**src/rtl/cache_0_ctrl.sv**
```systemverilog
// Cache 0 tag-lookup and miss-handling controller (tag state only, no data array).
// Optional hit/miss counters are built when CACHE_0_STATS_EN is defined.
`timescale 1ns/1ps
module cache_0_ctrl #(
   parameter int AWIDTH = 3,
   parameter int TWIDTH = 12,
   parameter int OWIDTH = 1,
   localparam int DWIDTH = TWIDTH + 2,
   localparam int CAW    = TWIDTH + AWIDTH + OWIDTH
) (
   input  logic              clock,
   input  logic              reset,
   input  logic              cpu_req,
   input  logic              cpu_we,
   input  logic [CAW-1:0]    cpu_addr,
   output logic              cpu_ready,
   output logic              cpu_resp_valid,
   output logic              cpu_hit,
   output logic [AWIDTH-1:0] tag_addr,
   output logic [DWIDTH-1:0] tag_wdata,
   output logic              tag_we,
   input  logic [DWIDTH-1:0] tag_rdata,
   output logic              mem_req,
   output logic              mem_we,
   output logic [CAW-1:0]    mem_addr,
   input  logic              mem_ack,
   output logic [15:0]       hit_count,
   output logic [15:0]       miss_count
);

   typedef enum logic [2:0] {
      S_IDLE, S_COMPARE, S_WB, S_FILL, S_UPDATE, S_RESP
   } state_t;

   state_t r_state, w_next;

   logic              r_we;
   logic [TWIDTH-1:0] r_tag;
   logic [AWIDTH-1:0] r_idx;
   logic              r_hit;
   logic [DWIDTH-1:0] r_tag_wdata;
   logic              r_mem_we;
   logic [CAW-1:0]    r_mem_addr;

   logic              w_accept;
   logic [TWIDTH-1:0] w_req_tag;
   logic [AWIDTH-1:0] w_req_idx;
   logic              w_valid;
   logic              w_dirty;
   logic              w_hit;
   logic              w_unused_ok;

   assign w_req_tag   = cpu_addr[CAW-1 -: TWIDTH];
   assign w_req_idx   = cpu_addr[OWIDTH +: AWIDTH];
   assign w_accept    = (r_state == S_IDLE) && cpu_req;
   assign w_valid     = tag_rdata[DWIDTH-1];
   assign w_dirty     = tag_rdata[TWIDTH];
   assign w_hit       = w_valid && (tag_rdata[TWIDTH-1:0] == r_tag);
   assign w_unused_ok = &{1'b0, cpu_addr[OWIDTH-1:0]};

   // Index goes to the tag RAM in the accept cycle so the entry is back for COMPARE.
   assign tag_addr  = w_accept ? w_req_idx : r_idx;
   assign tag_wdata = r_tag_wdata;
   assign mem_we    = r_mem_we;
   assign mem_addr  = r_mem_addr;

   always_ff @(posedge clock) begin
      if (reset) r_state <= S_IDLE;
      else       r_state <= w_next;
   end

   always_comb begin
      w_next         = r_state;
      cpu_ready      = 1'b0;
      cpu_resp_valid = 1'b0;
      cpu_hit        = 1'b0;
      tag_we         = 1'b0;
      mem_req        = 1'b0;
      case (r_state)
         S_IDLE: begin
            cpu_ready = 1'b1;
            if (cpu_req) w_next = S_COMPARE;
         end
         S_COMPARE: begin
            if (w_hit)                  w_next = (!r_we || w_dirty) ? S_RESP : S_UPDATE;
            else if (w_valid && w_dirty) w_next = S_WB;
            else                         w_next = S_FILL;
         end
         S_WB: begin
            mem_req = 1'b1;
            if (mem_ack) w_next = S_FILL;
         end
         S_FILL: begin
            mem_req = 1'b1;
            if (mem_ack) w_next = S_UPDATE;
         end
         S_UPDATE: begin
            tag_we = 1'b1;
            w_next = S_RESP;
         end
         S_RESP: begin
            cpu_resp_valid = 1'b1;
            cpu_hit        = r_hit;
            w_next         = S_IDLE;
         end
         default: w_next = S_IDLE;
      endcase
   end

   always_ff @(posedge clock) begin
      if (reset) begin
         r_we        <= 1'b0;
         r_tag       <= '0;
         r_idx       <= '0;
         r_hit       <= 1'b0;
         r_tag_wdata <= '0;
         r_mem_we    <= 1'b0;
         r_mem_addr  <= '0;
      end else begin
         case (r_state)
            S_IDLE: if (cpu_req) begin
               r_we  <= cpu_we;
               r_tag <= w_req_tag;
               r_idx <= w_req_idx;
            end
            S_COMPARE: begin
               r_hit <= w_hit;
               if (w_hit) begin
                  r_tag_wdata <= {2'b11, r_tag};
               end else if (w_valid && w_dirty) begin
                  r_mem_addr <= {tag_rdata[TWIDTH-1:0], r_idx, {OWIDTH{1'b0}}};
                  r_mem_we   <= 1'b1;
               end else begin
                  r_mem_addr <= {r_tag, r_idx, {OWIDTH{1'b0}}};
                  r_mem_we   <= 1'b0;
               end
            end
            S_WB: if (mem_ack) begin
               r_mem_addr <= {r_tag, r_idx, {OWIDTH{1'b0}}};
               r_mem_we   <= 1'b0;
            end
            S_FILL: if (mem_ack) r_tag_wdata <= {1'b1, r_we, r_tag};
            default: ;
         endcase
      end
   end

`ifdef CACHE_0_STATS_EN
   logic [15:0] r_hit_count;
   logic [15:0] r_miss_count;

   // Counters saturate rather than wrap.
   always_ff @(posedge clock) begin
      if (reset) begin
         r_hit_count  <= '0;
         r_miss_count <= '0;
      end else if (r_state == S_COMPARE) begin
         if (w_hit && r_hit_count != 16'hFFFF)   r_hit_count  <= r_hit_count + 16'd1;
         if (!w_hit && r_miss_count != 16'hFFFF) r_miss_count <= r_miss_count + 16'd1;
      end
   end

   assign hit_count  = r_hit_count;
   assign miss_count = r_miss_count;
`else
   assign hit_count  = 16'd0;
   assign miss_count = 16'd0;
`endif

endmodule

```
**config.mk**
```make
export PLATFORM = sky130hd
export DESIGN_NAME = cache_0_ctrl
export DESIGN_NICKNAME = d
export VERILOG_FILES = /design/src/rtl/cache_0_ctrl.sv
export SDC_FILE = /design/constraint.sdc
export NUM_CORES = 1
export LEC_CHECK = 0
export ABC_AREA = 1
export CORE_MARGIN = 3
export CORE_UTILIZATION = 37
export CTS_CLUSTER_SIZE = 28
export DETAILED_ROUTE_END_ITERATION = 8
export DONT_BUFFER_PORTS = 1
export SYNTH_ARGS = -nofsm -noshare
export SYNTH_HDL_FRONTEND = slang
export SYNTH_SLANG_ARGS = --single-unit
```
**constraint.sdc**
```tcl
create_clock -name clock -period 1.4 [get_ports clock]
set_input_delay 0.35 -clock clock [delete_from_list [all_inputs] [get_ports clock]]
set_output_delay 0.35 -clock clock [all_outputs]
set_load 0.01 [all_outputs]
```
==> impl_metrics.tcl <==
set metrics [dict create \
    ys_seq_elements 50 \
    finalPower_w 0.00817 \
    place_congestion 0.810 \
    postCtsHoldBufs 0 \
    timing.fmax_mhz 598 \
    crit_arrival_ps 1320 \
    post_drt_wl_per_cell_um 13.9 \
    insertion_delay_ps 300 \
    slew_violations 0 \
    htree_num_levels 2 \
    cp-end-kind "output port" \
    ff2ff_path_depth 14 \
    routed_wl_um 7370 \
    grt_max_degree 26 \
    rows 29 \
    cp_max_fo 5 \
    die_h_um 89.5 \
    place_hpwl_um 4820 \
    grt_use_met2_pct 29.7 \
    cts_buffer_depth 2 \
    cts_tree "built" \
    fin_nets 472 \
    min_period_ps 1670 \
    dr.pass1.iters 4 \
    clk_pin_slew_ps 90 \
    diodes 0 \
    min_path_cells 1 \
    place_area_um2 2930 \
    cp-start-kind "flip-flop" \
    grt_pass1_wl_um 10800 \
    synth_cell_type_count 32 \
    drtIter0Drc 113 \
    syn_inst 369 \
    grt_antenna_before_repair 0 \
    overflow 0 \
    grt_pass1_vias 2239 \
    hold_class "in -> reg" \
    skew_ps 10.0 \
    finalSetupTns_ps -6900 \
    drive_gt1_share_pct 46.2 \
    finalCritPeriodShare_pct 119 \
    fin_util_pct 57.9 \
    violations "setup timing" \
    vdd.ir_drop.worst_mv 0.849 \
    grt-busiest-layer "met2" \
    clock_sinks 50 \
    netlist_area_um2 2580 \
    finalSetupViolations 40 \
    ys.warnings.count 0 \
    critical_path_class "reg -> out" \
    cts-root-buf "clkbuf_8" \
    antenna_left 0 \
    synthToLayoutAreaGrowth_pct 47.3 \
    drc 0 \
    stdcell_area_um2 3800 \
    io_pins 106 \
    grt_util_met1_pct 20.4 \
    worstPathRequired_ps 1050 \
    grt_setup_unrepaired "true" \
    initial_core_util_pct 39.3 \
    p_leak_nw 1.62 \
    status "complete, but fails checks" \
    powerDensity_nw_per_um2 2150 \
    viasPerCell 4.62 \
    max_cap_viol_count 0 \
    numCtsBuffers 5 \
    grt_use_total_pct 17.6 \
    hold_viol 0 \
    vias 2447 \
    ys_seq_area_share_pct 38.8 \
    coreArea_um2 6570 \
    portBuffers 0 \
    die_area_um2 8010 \
    grt_util_met3_pct 7.00 \
    dieWidth_um 89.5 \
    worst_slack_ps -271 \
    synth_area_per_cell_um2 6.99 \
]
## placed cells by master (no fill, tap or decap), types with 2 or more instances in the layout
cell	Yosys	layout
inv_2	9	17
buf_16	0	2
inv_8	0	2
o21ai_1	14	21
conb_1	1	33
clkbuf_8	0	6
nor2_4	1	14
dfxtp_4	0	5
buf_12	0	6
inv_1	33	19
nand3_2	1	12
a211oi_1	3	2
a21oi_1	32	16
buf_6	2	11
nand4_1	2	2
nand3_4	0	3
o21ai_0	27	15
a21oi_4	0	4
dfxtp_1	50	39
inv_4	1	4
nand2_1	73	63
or2_1	2	2
nor3_4	0	2
nor2_2	12	11
a21oi_2	1	13
o21ai_2	0	4
nand2_2	2	10
nand3_1	16	2
nand2_4	3	3
nand2_8	0	3
buf_4	33	54
nor2_1	30	18
dfxtp_2	0	6
## sequential cells by signal, summed over array words and instances (netlist names)
register   cells
mem_addr      15
tag_wdata     14
r_tag         12
r_idx          3
r_state        3
mem_we         1
r_hit          1
r_we           1
## cell families after synthesis
| family | after synthesis | synth area share, % |
|---|---|---|
| flops | 50 | 38.8 |
| other cells | 1 | 0.145 |
| simple gates | 147 | 25.9 |
| buf+inv | 92 | 19.2 |
| compound gates | 79 | 16.0 |
## synth_stat cells
library cell | number | share of area, %
nor2_4 | 1 | 0.44
a311oi_1 | 1 | 0.34
nand2_4 | 3 | 1.3
o21ai_0 | 27 | 5.2
nand2_2 | 2 | 0.48
inv_2 | 9 | 1.3
inv_1 | 33 | 4.8
nand3_1 | 16 | 3.1
nor3_2 | 1 | 0.39
o211ai_1 | 1 | 0.29
a21oi_2 | 1 | 0.34
nand2_1 | 73 | 11
a211oi_1 | 3 | 0.87
and2_1 | 1 | 0.24
a21oi_1 | 32 | 6.2
clkbuf_1 | 7 | 1.0
clkbuf_2 | 1 | 0.19
clkinv_1 | 1 | 0.15
or2_1 | 2 | 0.48
buf_4 | 33 | 9.6
conb_1 | 1 | 0.15
nor2_2 | 12 | 2.9
o21ai_1 | 14 | 2.7
or2_2 | 2 | 0.48
nor3_1 | 1 | 0.19
nor2_1 | 30 | 4.4
dfxtp_1 | 50 | 39
buf_6 | 2 | 0.87
nand3_2 | 1 | 0.39
nand4_1 | 2 | 0.48
inv_4 | 1 | 0.24
buf_2 | 5 | 0.97
## metal layers
metal  vias up  share of wire, %
met3        14               8.1
met2        69                50
li1       1245                 -
met5         -                 0
met4         0               2.0
met1      1119                40
## per-stage QoR
step / cells / setup WS, ps / hold WS [ps]
3_3_place_gp: 496 / -96.3 / 419
3_5_place_dp: 496 / -106 / 417
2_1_floorplan: 401 / -58.5 / 418
6_report: 530 / -271 / 101
5_1_grt: 530 / -382 / 76.2
4_1_cts: 516 / -272 / 98.5
## where the power goes
group          switching (W)  internal [W]  leakage [nW]  total (W)
clock               0.000447      0.000393        0.0443   0.000840
sequential          0.000567       0.00192         0.415    0.00248
combinational        0.00244       0.00241          1.16    0.00485
## final cells by class
class                      count  area [µm²]
timing repair inverter         1        11.3
multi-input combinational    260        1620
sequential                    50        1030
inverter                      44         200
clock buffer                   7        86.3
tap                           93         116
timing repair buffer          75         744
fill                         595        2770
## path summary, 6_finish.rpt
check,start,to,slack (ps)
worst max register to register,r_tag[7],mem_addr[10],-250
worst min register to register,r_tag[1],r_tag[1],460
worst max-delay path,r_state[0],tag_addr[0],-270
worst min-delay path,reset,tag_wdata[1],100
## worst max-delay path, stage by stage (launching register included)
cell and delay, ps:
dfxtp_2 340, nor2_4 110, nand2_2 70, inv_2 70, nand2_4 60, inv_4 70
or2_1 110, inv_2 50, a21oi_4 130
## what timing repair did
action / CTS / global route
buffers inserted: 11 / 11
pin swaps: 20 / 25
endpoints found under the setup margin: 39 / 52
gates cloned: 2 / 3
gates resized for setup: 48 / 95
Note: power is estimated with default switching activity, not from simulation.
